==> src/rtl/dcache_repair_engine.sv <==
// Read-miss repair engine: fetches one cache line from memory as in-order beats,
// then writes the assembled line back to the cache and pulses repair_resolved.
module dcache_repair_engine #(
   parameter int ADDR_W = 32,
   parameter int LINE_W = 1024,
   parameter int BEAT_W = 32
) (
   input  logic                clk,
   input  logic                rst,
   input  logic                repair_req,
   input  logic [ADDR_W-1:0]   missed_addr,
   output logic                mem_req_valid,
   input  logic                mem_req_ready,
   output logic [ADDR_W-1:0]   mem_addr,
   input  logic                mem_resp_valid,
   input  logic [BEAT_W-1:0]   mem_resp_data,
   output logic                waddr_valid,
   output logic [ADDR_W-1:0]   waddr,
   output logic [LINE_W-1:0]   wdata,
   output logic [LINE_W/8-1:0] wmask,
   output logic                sent_repair,
   output logic                repair_resolved,
   output logic                busy
);

   localparam int BEATS      = LINE_W / BEAT_W;
   localparam int LINE_BYTES = LINE_W / 8;
   localparam int BEAT_BYTES = BEAT_W / 8;
   localparam int CNT_W      = $clog2(BEATS) + 1;
   localparam int IDX_W      = $clog2(BEATS);
   localparam logic [ADDR_W-1:0] LINE_MASK = ~(ADDR_W'(LINE_BYTES - 1));

   typedef enum logic [1:0] {
      S_IDLE,
      S_FETCH,
      S_WRITE,
      S_RESOLVE
   } state_t;

   state_t             state_q, state_d;
   logic [CNT_W-1:0]   req_cnt_q, req_cnt_d;
   logic [CNT_W-1:0]   resp_cnt_q, resp_cnt_d;
   logic [ADDR_W-1:0]  line_addr_q, line_addr_d;
   logic [LINE_W-1:0]  line_buf_q, line_buf_d;
   logic [IDX_W-1:0]   resp_idx;
   logic               req_fire;
   logic               resp_fire;

   assign resp_idx  = resp_cnt_q[IDX_W-1:0];
   assign req_fire  = mem_req_valid && mem_req_ready;
   assign resp_fire = (state_q == S_FETCH) && mem_resp_valid && (resp_cnt_q < CNT_W'(BEATS));

   always_ff @(posedge clk) begin
      if (rst) begin
         state_q     <= S_IDLE;
         req_cnt_q   <= '0;
         resp_cnt_q  <= '0;
         line_addr_q <= '0;
         line_buf_q  <= '0;
      end else begin
         state_q     <= state_d;
         req_cnt_q   <= req_cnt_d;
         resp_cnt_q  <= resp_cnt_d;
         line_addr_q <= line_addr_d;
         line_buf_q  <= line_buf_d;
      end
   end

   always_comb begin
      state_d     = state_q;
      req_cnt_d   = req_cnt_q;
      resp_cnt_d  = resp_cnt_q;
      line_addr_d = line_addr_q;
      line_buf_d  = line_buf_q;
      case (state_q)
         S_IDLE: begin
            if (repair_req) begin
               line_addr_d = missed_addr & LINE_MASK;
               req_cnt_d   = '0;
               resp_cnt_d  = '0;
               state_d     = S_FETCH;
            end
         end
         S_FETCH: begin
            // Issue and capture are independent streams; both may advance together.
            if (req_fire) begin
               req_cnt_d = req_cnt_q + 1'b1;
            end
            if (resp_fire) begin
               line_buf_d[int'(resp_idx) * BEAT_W +: BEAT_W] = mem_resp_data;
               resp_cnt_d = resp_cnt_q + 1'b1;
               if (resp_cnt_q == CNT_W'(BEATS - 1)) begin
                  state_d = S_WRITE;
               end
            end
         end
         S_WRITE:   state_d = S_RESOLVE;
         S_RESOLVE: state_d = S_IDLE;
         default:   state_d = S_IDLE;
      endcase
   end

   always_comb begin
      mem_req_valid   = 1'b0;
      mem_addr        = '0;
      waddr_valid     = 1'b0;
      waddr           = '0;
      wdata           = '0;
      wmask           = '0;
      sent_repair     = 1'b0;
      repair_resolved = 1'b0;
      busy            = 1'b0;
      case (state_q)
         S_FETCH: begin
            busy          = 1'b1;
            mem_req_valid = (req_cnt_q < CNT_W'(BEATS));
            mem_addr      = line_addr_q + ADDR_W'(req_cnt_q) * ADDR_W'(BEAT_BYTES);
         end
         S_WRITE: begin
            busy        = 1'b1;
            waddr_valid = 1'b1;
            sent_repair = 1'b1;
            waddr       = line_addr_q;
            wdata       = line_buf_q;
            wmask       = '1;
         end
         S_RESOLVE: begin
            busy            = 1'b1;
            repair_resolved = 1'b1;
         end
         default: ;
      endcase
   end

endmodule

==> config.mk <==
export PLATFORM = sky130hd
export DESIGN_NAME = dcache_repair_engine
export DESIGN_NICKNAME = d
export VERILOG_FILES = /design/src/rtl/dcache_repair_engine.sv
export SDC_FILE = /design/constraint.sdc
export NUM_CORES = 2
export LEC_CHECK = 0
export CAP_MARGIN = 10
export CORE_AREA = 2 2 495 497
export CTS_CLUSTER_DIAMETER = 50
export CTS_CLUSTER_SIZE = 25
export DETAILED_ROUTE_END_ITERATION = 10
export DIE_AREA = 0 0 497 499
export HOLD_SLACK_MARGIN = 0.05
export PLACE_DENSITY_LB_ADDON = 0.15
export SYNTH_ARGS = -nofsm -noshare
export SYNTH_HDL_FRONTEND = slang
export SYNTH_SLANG_ARGS = --single-unit
==> constraint.sdc <==
create_clock -name clk -period 13.6 [get_ports clk]
set_clock_uncertainty 0.05 [all_clocks]
set_input_delay 2.72 -clock clk [delete_from_list [all_inputs] [get_ports clk]]
set_output_delay 2.72 -clock clk [all_outputs]
set_load 0.01 [all_outputs]
==> results.md <==
Die:
- The chip height is 499 µm.
- The x dimension of the die is about 500 µm.
- 1,290 I/O pins were placed.
- The effective utilization at floorplan is a little over a fifth.
- The core region is 243,000 µm².
- The standard-cell row count is approximately 180.
- The floorplan step defined a die boundary enclosing 248,000 µm².

Finish:
- The library cells used most frequently in the layout, excluding fill and tap cells, are clkdlybuf4s50_1, dfxtp_1, and2_1.
- After the last flow step, the layout net total stands at 6,894.
- For this run, the number of standard cells in the final layout without fillers is 10.2k.
- From synthesis to final layout, the design area changed by 40.8%.
- The filler cells instantiated in the layout total 25.8k.
- The most common cell after layout, fill and taps aside is clkdlybuf4s50_1.
- The utilization after layout is 29.4%.
- Cells with a size suffix above 1 make up 7.69% of the layout.

Routing:
- The number of vias per cell is 4.58.
- After detailed routing, the number of remaining DRC violations is 0.
- The routed design has ~280,000 µm of wire.
- For this block, the via count after detailed routing is 46.6k.
- Dividing the detail-routed wire length by the instance count gives 27.4 µm.
- The number of design-rule violations left by the first detailed-router iteration is 2,948.
- The number of detailed-route iterations in the first pass is 6.
- The post-detailed-route count of antenna-violating nets is 0.

STA:
- The highest clock rate is approximately 0.13 GHz.
- The number of max-slew violations in the final report is 0.
- The portion of the clock cycle consumed by the worst path in the final layout is a little under three fifths.
- The worst max-slew margin expressed relative to the limit is between 10% and 20%.
- The slew at the pin closest to its max-slew limit is around 1.3 ns.
- Setup repair after global routing left no endpoint under its margin.
- Adding up every negative setup slack in the final design gives 0 ns.
- Setup violations remaining at the end of the flow were counted as 0.
- The final worst slack is a little under 6 ns.
- The count of endpoints failing hold in the final timing report is 0.
- The post-route minimum period is approximately 7.7 ns.

Clock tree:
- The number of buffers on the longest clock path is 3.
- The number of buffers added by the clock tree synthesis step is 177.
- Clock tree synthesis found a total of 1,063 sinks.
- TritonCTS built the clock tree.
- After clock tree synthesis, the clock-pin slew on the worst setup and hold paths is 0.05 ns.
- The H-tree level count is 4.
- The CTS root buffer is clkbuf_16.
- After clock tree synthesis, the setup repair step added 0 buffers.
- The number of buffers added to fix hold violations after cts is 0.
- The worst-skew pair later-pin latency is 0.82 ns.
- The post-cts sizing count is 0.

Synthesis:
- The post-synthesis instance area is 50,700 µm².
- The sequential-to-total area share from yosys stat is 42.0%.
- In this run the mean area of a mapped cell was 8.46 µm².
- The gate count after technology mapping is 5,994.
- The most used flip-flop cell after synthesis is dfxtp_1.
- Yosys printed 0 warnings.
- Counting flops with a built-in enable in the synthesized netlist gives 0.
- The post-synthesis cell type count is 59.
- After synthesis, the share of flip-flops with an asynchronous set or reset is 0%.
- The synthesized design contains 1,063 register bits.

Placement:
- The final estimated routing congestion in global placement is 0.819.
- The post-place setup slack is around 6.7 ns.
- Detailed placement finished with a half-perimeter wire length of 178,000 µm.
- The number of port buffers is 1,273.
- The number of instances in the placed design is 9,837.

GRT:
- Global routing used a little over a fifth of the available tracks.
- The maximum number of pins on one net before global-route repair is 252.
- The number of global-route vias before repair is 46.1k.
- The first global-routing pass estimated roughly 380,000 µm of wire.
- The initial antenna violation count is 28.
- The global-route congestion overflow total is 0.

Critical path:
- The critical path data required time is 10.83 ns.
- The highest fanout seen on the critical path is 251.
- The critical path is of the reg2out type.
- Data on the critical path arrives at its endpoint at 4.91 ns.
- STA classifies the critical path endpoint as a primary output.
- The sort of element at the start of the critical path is a register.

Worst hold path:
- The worst min-delay path category is reg2reg.

Power:
- The analysis attributes to cell leakage a power of 28.0 nW.
- Dividing total power by cell area gives a power density of between 100 and 150 nW/µm².
- The overall power consumption is about 0.0095 W.
- The maximum VDD drop is 0.0876 mV.

Run:
- Across the run, the number of max-cap violations was 0.

Run status:
- The flow ran to the end, and the final reports show no timing, DRC or antenna violations.
## flip-flops by register name, indices dropped and copies added (netlist names)
signal	cells
line_buf_q	1024
resp_cnt_q	6
line_addr_q	25
req_cnt_q	6
state_q	2
## per-stage QoR
| step | hold WS, ns | instance area (µm²) |
|---|---|---|
| 5_1_grt | 0.413 | 71400 |
| 3_3_place_gp | 0.384 | 65000 |
| 3_5_place_dp | 0.391 | 65000 |
| 4_1_cts | 0.397 | 71400 |
| 6_report | 0.394 | 71400 |
| 2_1_floorplan | 0.377 | 50700 |
## where the power goes
part	total, W	leakage [nW]	internal (W)	switching (W)
Clock	0.00480	3.01	0.00295	0.00185
Combinational	0.00148	16.4	0.000402	0.00107
Sequential	0.00319	8.56	0.00315	0.0000439
Total	0.00947	28.0	0.00651	0.00296
## critical path: stages (launching register included)
cell and delay (ns):
dfxtp_1 0.34, inv_1 0.15, ha_4 0.74, buf_12 0.57, buf_4 0.97, and2_1 0.25, clkdlybuf4s50_1 0.55
## cells by family after synthesis
family,share of synthesized area (%)
fa+ha+maj,0.271
flops,42.0
xor+xnor,0.328
compound gates,6.06
mux,14.7
buf+inv,6.93
other cells,0.00740
simple gates,29.8
## synth_stat cells, drive strengths merged (48+ instances only)
cell type / count / area [µm²]
buf: 259 / 1640
and2: 1061 / 6640
mux2i: 732 / 7330
or3: 54 / 338
dfxtp: 1063 / 21300
a22o: 48 / 420
a21oi: 211 / 1060
nand2: 955 / 3580
nand3: 486 / 2430
o21ai: 168 / 841
clkbuf: 487 / 1830
nand4: 141 / 888
## worst paths after layout
| check | startpoint | to | slack (ns) | cells after the start |
|---|---|---|---|---|
| min | line_buf_q[933]$_SDFFE_PP0P_ | line_buf_q[933]$_SDFFE_PP0P_ | 0.39 | 2 |
| max | state_q[0]$_SDFFE_PP0P_ | wdata[245] | 5.92 | 6 |
| max reg2reg | resp_cnt_q[0]$_SDFFE_PP0P_ | line_buf_q[205]$_SDFFE_PP0P_ | 8.65 | 9 |
| min reg2reg | line_buf_q[933]$_SDFFE_PP0P_ | line_buf_q[933]$_SDFFE_PP0P_ | 0.39 | 2 |
## metal layers
| layer | share of wire (%) | routed length (µm) | global-route usage, % | vias up |
|---|---|---|---|---|
| met5 | 0.0047 | 13 | 0 | - |
| met4 | 2.7 | 7430 | 5.69 | 2 |
| met3 | 8.1 | 22500 | 7.37 | 304 |
| met2 | 46 | 129000 | 35.3 | 1488 |
| met1 | 43 | 120000 | 26.9 | 23100 |
| li1 | - | - | - | 21700 |
## area by class of cell
type / count / area (µm²) / share of cell area (%)
Sequential cell: 1063 / 21300 / 29.8
Timing Repair Buffer: 1379 / 13500 / 18.9
Antenna cell: 12 / 30.0 / 0.0421
Tap cell: 3202 / 4010 / 5.61
Clock inverter: 117 / 1440 / 2.02
Multi-Input combinational cell: 4180 / 26200 / 36.7
Inverter: 13 / 56.3 / 0.0789
Clock buffer: 214 / 4870 / 6.83
No activity file was read; power rests on OpenSTA's default activity.
